===== src/rtl/alu_div_seq_if.sv =====
// Request/response and shared-ALU bus for alu_div_seq.
// slave = divider side, master = requester plus the shared ALU.
interface alu_div_seq_if #(
  parameter int WIDTH = 32
);
  logic             start;
  logic             is_signed;
  logic [WIDTH-1:0] dividend;
  logic [WIDTH-1:0] divisor;
  logic             busy;
  logic             done;
  logic [WIDTH-1:0] quotient;
  logic [WIDTH-1:0] remainder;
  logic             div_by_zero;
  logic             alu_own;
  logic [WIDTH-1:0] alu_a;
  logic [WIDTH-1:0] alu_b;
  logic [3:0]       alu_aluc;
  logic [WIDTH-1:0] alu_r;
  logic             alu_carry;

  modport slave (
    input  start, is_signed,
    input  dividend, divisor,
    output busy, done,
    output quotient, remainder,
    output div_by_zero,
    output alu_own, alu_a,
    output alu_b, alu_aluc,
    input  alu_r, alu_carry
  );

  modport master (
    output start, is_signed,
    output dividend, divisor,
    input  busy, done,
    input  quotient, remainder,
    input  div_by_zero,
    input  alu_own, alu_a,
    input  alu_b, alu_aluc,
    output alu_r, alu_carry
  );
endinterface


===== src/rtl/alu_div_seq.sv =====
// Multi-cycle DIV/DIVU sequencer: restoring division on the shared ALU.
// Ports: clk, rst_n (async low), bus (alu_div_seq_if.slave).
module alu_div_seq #(
  parameter int         WIDTH     = 32,
  parameter logic [3:0] ALUC_SUBU = 4'b0001
) (
  input logic          clk,
  input logic          rst_n,
  alu_div_seq_if.slave bus
);

  localparam int CW = $clog2(WIDTH);

  typedef enum logic [2:0] {
    IDLE,
    NEG_A,
    NEG_B,
    ITER,
    FIX_Q,
    FIX_R,
    DONE
  } state_t;

  state_t st;
  state_t st_nx;
  state_t acc_nx;

  logic [WIDTH-1:0] quo;
  logic [WIDTH-1:0] rem;
  logic [WIDTH-1:0] dvs;
  logic [CW-1:0]    cnt;
  logic             sa;
  logic             sb;
  logic             sgn;
  logic             dbz;

  logic             accept;
  logic             zdiv;
  logic             last;
  logic [WIDTH-1:0] sh;
  logic             qb;

  assign accept = bus.start &
                  ((st == IDLE) | (st == DONE));
  assign zdiv   = (bus.divisor == '0);
  assign last   = (cnt == CW'(WIDTH - 1));
  assign sh     = {rem[WIDTH-2:0], quo[WIDTH-1]};
  // rem msb set: the 33-bit partial remainder
  // exceeds dvs, so the 32-bit difference is exact.
  assign qb     = rem[WIDTH-1] | ~bus.alu_carry;

  always_comb begin
    acc_nx = ITER;
    if (zdiv)
      acc_nx = DONE;
    else if (bus.is_signed)
      acc_nx = NEG_A;
  end

  always_ff @(posedge clk or negedge rst_n) begin
    if (!rst_n)
      st <= IDLE;
    else
      st <= st_nx;
  end

  always_comb begin
    st_nx = st;
    unique case (st)
      IDLE:  if (accept) st_nx = acc_nx;
      NEG_A: st_nx = NEG_B;
      NEG_B: st_nx = ITER;
      ITER:  if (last) st_nx = sgn ? FIX_Q : DONE;
      FIX_Q: st_nx = FIX_R;
      FIX_R: st_nx = DONE;
      DONE:  st_nx = accept ? acc_nx : IDLE;
      default: st_nx = IDLE;
    endcase
  end

  always_comb begin
    bus.busy        = (st != IDLE) & (st != DONE);
    bus.alu_own     = bus.busy;
    bus.done        = (st == DONE);
    bus.quotient    = quo;
    bus.remainder   = rem;
    bus.div_by_zero = dbz;
    bus.alu_a       = '0;
    bus.alu_b       = '0;
    bus.alu_aluc    = 4'b0000;
    unique case (st)
      NEG_A: begin
        bus.alu_aluc = ALUC_SUBU;
        bus.alu_b    = quo;
      end
      NEG_B: begin
        bus.alu_aluc = ALUC_SUBU;
        bus.alu_b    = dvs;
      end
      ITER: begin
        bus.alu_aluc = ALUC_SUBU;
        bus.alu_a    = sh;
        bus.alu_b    = dvs;
      end
      FIX_Q: begin
        bus.alu_aluc = ALUC_SUBU;
        bus.alu_b    = quo;
      end
      FIX_R: begin
        bus.alu_aluc = ALUC_SUBU;
        bus.alu_b    = rem;
      end
      default: ;
    endcase
  end

  always_ff @(posedge clk or negedge rst_n) begin
    if (!rst_n) begin
      quo <= '0;
      rem <= '0;
      dvs <= '0;
      cnt <= '0;
      sa  <= 1'b0;
      sb  <= 1'b0;
      sgn <= 1'b0;
      dbz <= 1'b0;
    end else if (accept) begin
      sa  <= bus.dividend[WIDTH-1] & bus.is_signed;
      sb  <= bus.divisor[WIDTH-1] & bus.is_signed;
      sgn <= bus.is_signed;
      dvs <= bus.divisor;
      cnt <= '0;
      // Zero divisor skips straight to DONE,
      // so load the final results here.
      if (zdiv) begin
        quo <= '1;
        rem <= bus.dividend;
        dbz <= 1'b1;
      end else begin
        quo <= bus.dividend;
        rem <= '0;
        dbz <= 1'b0;
      end
    end else begin
      unique case (st)
        NEG_A: if (sa) quo <= bus.alu_r;
        NEG_B: if (sb) dvs <= bus.alu_r;
        ITER: begin
          rem <= qb ? bus.alu_r : sh;
          quo <= {quo[WIDTH-2:0], qb};
          cnt <= cnt + 1'b1;
        end
        FIX_Q: if (sa ^ sb) quo <= bus.alu_r;
        FIX_R: if (sa) rem <= bus.alu_r;
        default: ;
      endcase
    end
  end

endmodule

===== src/flat_wrapper.sv =====
// flat-port wrapper written by rule: the top's interface ports become plain ports
module alu_div_seq_flat 
#(
  parameter int         WIDTH     = 32,
  parameter logic [3:0] ALUC_SUBU = 4'b0001
)
  (clk, rst_n, bus_start, bus_is_signed, bus_dividend, bus_divisor, bus_busy, bus_done, bus_quotient, bus_remainder, bus_div_by_zero, bus_alu_own, bus_alu_a, bus_alu_b, bus_alu_aluc, bus_alu_r, bus_alu_carry);
  alu_div_seq_if #(.WIDTH(WIDTH)) bus_i ();
  input logic clk;
  input logic rst_n;
  input wire logic [$bits(bus_i.start)-1:0] bus_start;
  input wire logic [$bits(bus_i.is_signed)-1:0] bus_is_signed;
  input wire logic [$bits(bus_i.dividend)-1:0] bus_dividend;
  input wire logic [$bits(bus_i.divisor)-1:0] bus_divisor;
  output wire logic [$bits(bus_i.busy)-1:0] bus_busy;
  output wire logic [$bits(bus_i.done)-1:0] bus_done;
  output wire logic [$bits(bus_i.quotient)-1:0] bus_quotient;
  output wire logic [$bits(bus_i.remainder)-1:0] bus_remainder;
  output wire logic [$bits(bus_i.div_by_zero)-1:0] bus_div_by_zero;
  output wire logic [$bits(bus_i.alu_own)-1:0] bus_alu_own;
  output wire logic [$bits(bus_i.alu_a)-1:0] bus_alu_a;
  output wire logic [$bits(bus_i.alu_b)-1:0] bus_alu_b;
  output wire logic [$bits(bus_i.alu_aluc)-1:0] bus_alu_aluc;
  input wire logic [$bits(bus_i.alu_r)-1:0] bus_alu_r;
  input wire logic [$bits(bus_i.alu_carry)-1:0] bus_alu_carry;
  assign bus_i.start = bus_start;
  assign bus_i.is_signed = bus_is_signed;
  assign bus_i.dividend = bus_dividend;
  assign bus_i.divisor = bus_divisor;
  assign bus_busy = bus_i.busy;
  assign bus_done = bus_i.done;
  assign bus_quotient = bus_i.quotient;
  assign bus_remainder = bus_i.remainder;
  assign bus_div_by_zero = bus_i.div_by_zero;
  assign bus_alu_own = bus_i.alu_own;
  assign bus_alu_a = bus_i.alu_a;
  assign bus_alu_b = bus_i.alu_b;
  assign bus_alu_aluc = bus_i.alu_aluc;
  assign bus_i.alu_r = bus_alu_r;
  assign bus_i.alu_carry = bus_alu_carry;
  alu_div_seq #(.WIDTH(WIDTH), .ALUC_SUBU(ALUC_SUBU)) u_core (.clk(clk), .rst_n(rst_n), .bus(bus_i));
endmodule

===== config.mk =====
export PLATFORM = sky130hd
export DESIGN_NAME = alu_div_seq_flat
export DESIGN_NICKNAME = d
export VERILOG_FILES = /design/src/rtl/alu_div_seq_if.sv /design/src/rtl/alu_div_seq.sv /design/src/flat_wrapper.sv
export SDC_FILE = /design/constraint.sdc
export NUM_CORES = 1
export LEC_CHECK = 0
export CORE_ASPECT_RATIO = 1.4
export CORE_MARGIN = 2
export CORE_UTILIZATION = 35
export CTS_CLUSTER_DIAMETER = 50
export DETAILED_ROUTE_END_ITERATION = 10
export DONT_BUFFER_PORTS = 1
export PLACE_DENSITY = 0.5
export SYNTH_ARGS = -nofsm -noshare
export SYNTH_HDL_FRONTEND = slang
export SYNTH_SLANG_ARGS = --single-unit

===== constraint.sdc =====
create_clock -name clk -period 2 [get_ports clk]
set_input_delay 0.4 -clock clk [delete_from_list [all_inputs] [get_ports clk]]
set_output_delay 0.4 -clock clk [all_outputs]
set_load 0.02 [all_outputs]

Word level (Yosys, flattened, before mapping)
Cells that the tools add are included.
{ "totals": {"regBits": 108} }
{ "classes": {"addsub": 1, "n_eq_ne": 13, "muxes": 25, "bitwise_logic": 8, "n_reduce_logical": 15} }
{ "op_table": {"columns": ["operator", "n"], "rows": [
  ["32-bit 2-to-1 mux", 11],
  ["32-bit one-hot mux with 3 select lines", 2],
  ["32-bit one-hot mux with 2 select lines", 1],
  ["32-bit logical NOT", 1],
  ["3-bit one-hot mux with 7 select lines", 1],
  ["3-bit 2-to-1 mux", 4],
  ["5-bit 2-to-1 mux", 2],
  ["3-bit == test, second input constant", 3],
  ["3-bit by 1-bit != test with 1-bit output, second input constant", 3],
  ["3-bit by 2-bit == test with 1-bit output, second input constant", 2],
  ["2-bit AND reduction", 3],
  ["2-bit nonzero test", 3],
  ["3-bit nonzero test", 2],
  ["5-bit by 1-bit adder with 5-bit output, second input constant", 1],
  ["5-bit == test, second input constant", 1],
  ["5-bit OR reduction", 1],
  ["1-bit bitwise AND", 4],
  ["2-bit 2-to-1 mux", 2],
  ["2-bit by 1-bit != test with 1-bit output, second input constant", 2],
  ["4-bit nonzero test", 1],
  ["2-bit OR reduction", 2],
  ["3-bit by 1-bit == test with 1-bit output, second input constant", 1],
  ["3-bit logical NOT", 1],
  ["3-bit != test, second input constant", 1],
  ["5 further kinds", 7]
]} }

Longest topological paths before layout
{ "depth": {"ltp_word": 5, "mapped_depth": 8, "depth_no_buf": 6} }

Least setup slack after synthesis
Ideal clock, no wire load.
{ "synth_path": {"path_type": "register to output", "startpoint": "reg u_core.st[0]", "endpoint": "out bus_alu_b[10]", "arrival_ns": 1.727, "required_time_ns": 1.600, "setup_slack_ns": -0.127, "path_stages_with_launch": 8, "cell_sequence": "dfrtp_1 buf_2 buf_4 buf_4 mux2i_1 nor2_1 a21oi_1 o21ai_0"} }
{ "synth_between": {"elab_chain_cells": 3, "elab_cells_between_ends": 8} }
{ "synth_lines": {"columns": ["element", "line_no", "source"], "rows": [
  ["from (decl)", "alu_div_seq.sv:24", "state_t st;"],
  ["from (signal assigned)", "alu_div_seq.sv:64", "st <= st_nx;"],
  ["3-bit by 1-bit == test with 1-bit output, or another cell as far along", "alu_div_seq.sv:91", "unique case (st)"],
  ["2-bit OR reduction (no line)", null, null],
  ["32-bit one-hot mux with 3 select lines *", "alu_div_seq.sv:91", null],
  ["to (decl)", "flat_wrapper.sv:22", "output wire logic [$bits(bus_i.alu_b)-1:0] bus_alu_b;"]
]} }
Every way passes the cells marked *; elsewhere a longest branch is shown, timed or not.

Worst setup path in the final report
{ "layout_path": {"startpoint": "reg u_core.st[0]", "endpoint": "out bus_alu_a[22]"} }
{ "layout_between": {"elab_chain_cells": 2} }
{ "layout_lines": {"columns": ["element", "line_no", "source"], "rows": [
  ["3-bit by 2-bit == test with 1-bit output", "alu_div_seq.sv:91", null],
  ["32-bit 2-to-1 mux", "alu_div_seq.sv:91", null],
  ["to (decl)", "flat_wrapper.sv:21", "output wire logic [$bits(bus_i.alu_a)-1:0] bus_alu_a;"]
]} }
Every way passes these cells.

==> flow_metrics.py <==
metrics = {
    "finish": {
        "area.growth.synth_to_final_pct": 28.4,
        "seq_area_um2": 2710,
        "n_fill_cell": 2201,
        "antenna_cells": 0,
        "final_util": 0.453,
        "fin_nets": 1140,
        "multi_input_area_um2": 4600,
        "layout-drive-gt1-share": 0.274,
    },
    "yosys": {
        "synthSimpleGateAreaFrac": 0.258,
        "yosys.area.top_type": "dfrtp_1",
        "seq_area_frac_synth": 0.353,
        "synth_fa_ha_area_frac": 0.00457,
        "async_flop_share": 1.00,
        "synth_seq_cells": 108,
        "synthCells": 963,
        "yosys_most_used_dff": "dfrtp_1",
        "synth_mux_area_frac": 0.0431,
        "synth_xor_area_frac": 0.00572,
        "yosys_warnings": 0,
        "syn-cell-area_um2": 7660,
        "synth_top_family_by_area": "simple AND/OR/NAND/NOR gates",
        "yosys.area.top_type_share": 0.353,
        "synth.avg_cell_area_um2": 7.96,
        "synth_area_leaders": "dfrtp_1 (35%), nand2_1 (8.6%), a221oi_2 (6.1%)",
        "synth_compound_area_frac": 0.252,
        "ys_types": 49,
        "synth_edf_count": 0,
    },
    "critical_path": {
        "crit_chain": "buf_4 > clkbuf_16 > and3b_2 > buf_12 > and2_4",
        "crit_buf_inv": 3,
        "cp_max_fo": 18,
        "path_delay_family": "buffers and inverters",
        "critPathSlowestCell": "dfrtp_2",
        "cpPeakStageDelay_ns": 0.45,
        "startpoint": "u_core.st[0]$_DFFE_PN0P_",
        "crit_path_end_kind": "output pin",
        "startpoint_type": "flop",
        "arrival_ns": 1.80,
        "required_ns": 1.60,
        "timing_worst_setup_path_type": "reg -> out",
        "cp.depth": 5,
        "reg2reg_depth": 8,
        "r2r_setup_slack_ns": -0.01,
        "r2r-start": "u_core.st[0]$_DFFE_PN0P_",
    },
    "clock_tree": {
        "cts_sinks": 108,
        "cts.path.max_buffers": 2,
        "insertion_delay_ns": 0.37,
        "path_clk_slew_ns": 0.08,
        "cts_made_buffers": 9,
        "cts_tree": "yes",
        "cts_root_buf": "clkbuf_16",
        "h-tree-depth": 3,
    },
    "sta": {
        "period_minus_slack_ns": 2.20,
        "max_freq_mhz": 455,
        "fin_skew_ns": 0.0127,
        "worst_hold_slack_ns": -0.273,
        "fin_crit_sh": 1.10,
        "worstMarginPinSlew_ns": 0.570,
        "rsz0062_at_grt": "true",
        "setup_tns_ns": -10.71,
        "setup_slack_ns": -0.197,
        "maxSlewHeadroom": 0.620,
        "finalHoldViolations": 108,
        "setup_viol": 66,
        "finalMaxSlewViolations": 0,
    },
    "pwr": {
        "peakVddDrop_uv": 864,
        "power_leakage_nw": 4.65,
        "pwr-share-comb": 0.631,
        "power.share.switching": 0.484,
        "power.internal_mw": 9.68,
        "total_power_mw": 18.8,
        "clockPowerShare": 0.104,
        "power.switching_mw": 9.08,
        "p_seq_frac": 0.265,
        "p_per_area_nw_per_um2": 1910,
    },
    "drt": {
        "postRouteAntennaNets": 0,
        "num_vias": 7892,
        "viasPerCell": 5.89,
        "route.detailed.drc": 0,
        "routedWlPerCell_um": 24.8,
        "drtIter0Drc": 531,
        "wl_um": 33200,
        "dr.pass1.iters": 5,
    },
    "floorplan": {
        "io_pins": 237,
        "core_um2": 21700,
        "placementRows": 64,
        "die_h_um": 179,
        "start_util": 0.353,
        "die_w_um": 129,
        "dieArea_um2": 23100,
    },
    "global_route": {
        "antenna_found_initial": 0,
        "grtUsageTotal": 0.280,
        "grt_pass1_vias": 7874,
        "overflow": 0,
        "grt_max_degree": 109,
        "grt_first_pass_wirelength_um": 48300,
    },
    "outcome": {
        "violations": "hold timing, setup timing",
        "status": "finished with violations",
    },
    "place": {
        "routabilityCongestion": 0.803,
        "port_buffers": 0,
        "hpwl_um": 21700,
    },
    "flow_run": {
        "cap_viol_max_count": 0,
    },
    "min_path": {
        "hold_class": "in -> async",
    },
}
## registers in the layout, summed over array words and instances (netlist names), 3 cells and up
register / flops
u_core.bus.quotient: 32
u_core.bus.remainder: 32
u_core.dvs: 32
u_core.cnt: 5
u_core.st: 3
## per-layer routing
layer / track usage / part of all wire / vias to the layer above
met2: 0.489 / 0.51 / 390
met1: 0.332 / 0.38 / 3855
li1: - / - / 3587
met4: 0.121 / 0.032 / 0
met5: 0 / 0 / -
met3: 0.0555 / 0.071 / 60
## cells by family (layout without fill, tap and decap cells)
group / Yosys count / count (layout)
flops: 108 / 108
xor+xnor: 5 / 5
buf+inv: 137 / 214
simple gates: 405 / 405
fa+ha+maj: 3 / 3
compound gates: 271 / 271
other cells: 1 / 3
mux: 33 / 33
## repair_timing
action | 4_1_cts | 5_1_grt
buffers inserted | 17 | 11
setup endpoints to repair | 67 | 107
gates resized for setup | 92 | 41
pin swaps | 22 | 21
cloned | 5 | 4
endpoints found under the hold margin | 108 | 108
## power by group through the flow
stage / logic, mW / registers [mW] / clock network (mW)
4_1_cts: 11.6 / 4.95 / 1.99
2_1_floorplan: 6.66 / 4.97 / 0
5_1_grt: 12.7 / 5.12 / 2.07
3_5_place_dp: 10.3 / 4.97 / 0
6_report: 11.8 / 4.97 / 1.95
3_3_place_gp: 10.2 / 4.98 / 0
## cell type report
class	instances	area share
sequential	108	0.275
tap	297	0.0378
multi-input combinational	720	0.468
timing repair buffer	164	0.174
clock buffer	9	0.0229
inverter	34	0.0132
clock inverter	7	0.00865
## synthesized netlist by cell type (2+ instances only)
| library cell | number |
|---|---|
| a21boi_0 | 34 |
| a21oi_1 | 67 |
| a221oi_2 | 31 |
| a22oi_1 | 31 |
| a31oi_1 | 32 |
| and2_1 | 32 |
| and3_1 | 64 |
| and4_1 | 2 |
| buf_1 | 6 |
| buf_2 | 24 |
| buf_4 | 9 |
| buf_6 | 8 |
| clkbuf_1 | 56 |
| dfrtp_1 | 108 |
| ha_1 | 2 |
| inv_1 | 33 |
| mux2i_1 | 33 |
| nand2_1 | 175 |
| nand3_1 | 5 |
| nand3b_1 | 2 |
| nand4_1 | 33 |
| nor2_1 | 41 |
| nor2b_1 | 2 |
| nor3_1 | 32 |
| nor4_1 | 8 |
| o211ai_1 | 3 |
| o21ai_0 | 55 |
| o21ai_1 | 10 |
| or2_1 | 2 |
| xnor2_1 | 2 |
| xor2_1 | 3 |
## per-stage QoR
| stage | instances | setup slack [ns] | area (um^2) |
|---|---|---|---|
| 2_1_floorplan | 965 | 0.0239 | 7670 |
| 3_3_place_gp | 1288 | -0.166 | 8780 |
| 3_5_place_dp | 1288 | -0.164 | 8780 |
| 4_1_cts | 1326 | -0.200 | 9560 |
| 5_1_grt | 1339 | -0.244 | 9830 |
| 6_report | 1339 | -0.197 | 9830 |
## worst paths after layout
path / to
min in group clk: u_core.sgn$_DFFE_PN0N_
min: u_core.dvs[5]$_DFFE_PN0P_
max in group asynchronous: u_core.bus.quotient[14]$_DFFE_PN0P_
min reg2reg: u_core.dvs[26]$_DFFE_PN0P_
max: bus_alu_a[22]
max reg2reg: u_core.bus.quotient[7]$_DFFE_PN0P_
## cells in the final DEF, fill, tap and decap left out, types with 3 or more instances in the layout
cell type | synthesis | final
a21boi_0 | 34 | 33
nor2_4 | 0 | 3
a21oi_2 | 1 | 9
o21ai_1 | 10 | 38
nor3_1 | 32 | 32
buf_4 | 9 | 114
and3_1 | 64 | 64
dfrtp_1 | 108 | 106
nand2_1 | 175 | 174
a22oi_1 | 31 | 31
nor2_1 | 41 | 36
a31oi_1 | 32 | 32
conb_1 | 1 | 3
nand4_1 | 33 | 33
buf_6 | 8 | 20
clkbuf_16 | 0 | 12
a221oi_2 | 31 | 32
a21oi_1 | 67 | 57
mux2i_1 | 33 | 33
o21ai_0 | 55 | 23
or2_4 | 0 | 3
inv_1 | 33 | 33
o211ai_1 | 3 | 3
nand3_1 | 5 | 5
o21ai_2 | 0 | 4
buf_12 | 0 | 20
and2_4 | 0 | 33
nor4_1 | 8 | 8
(Power assumes the default switching activity.)
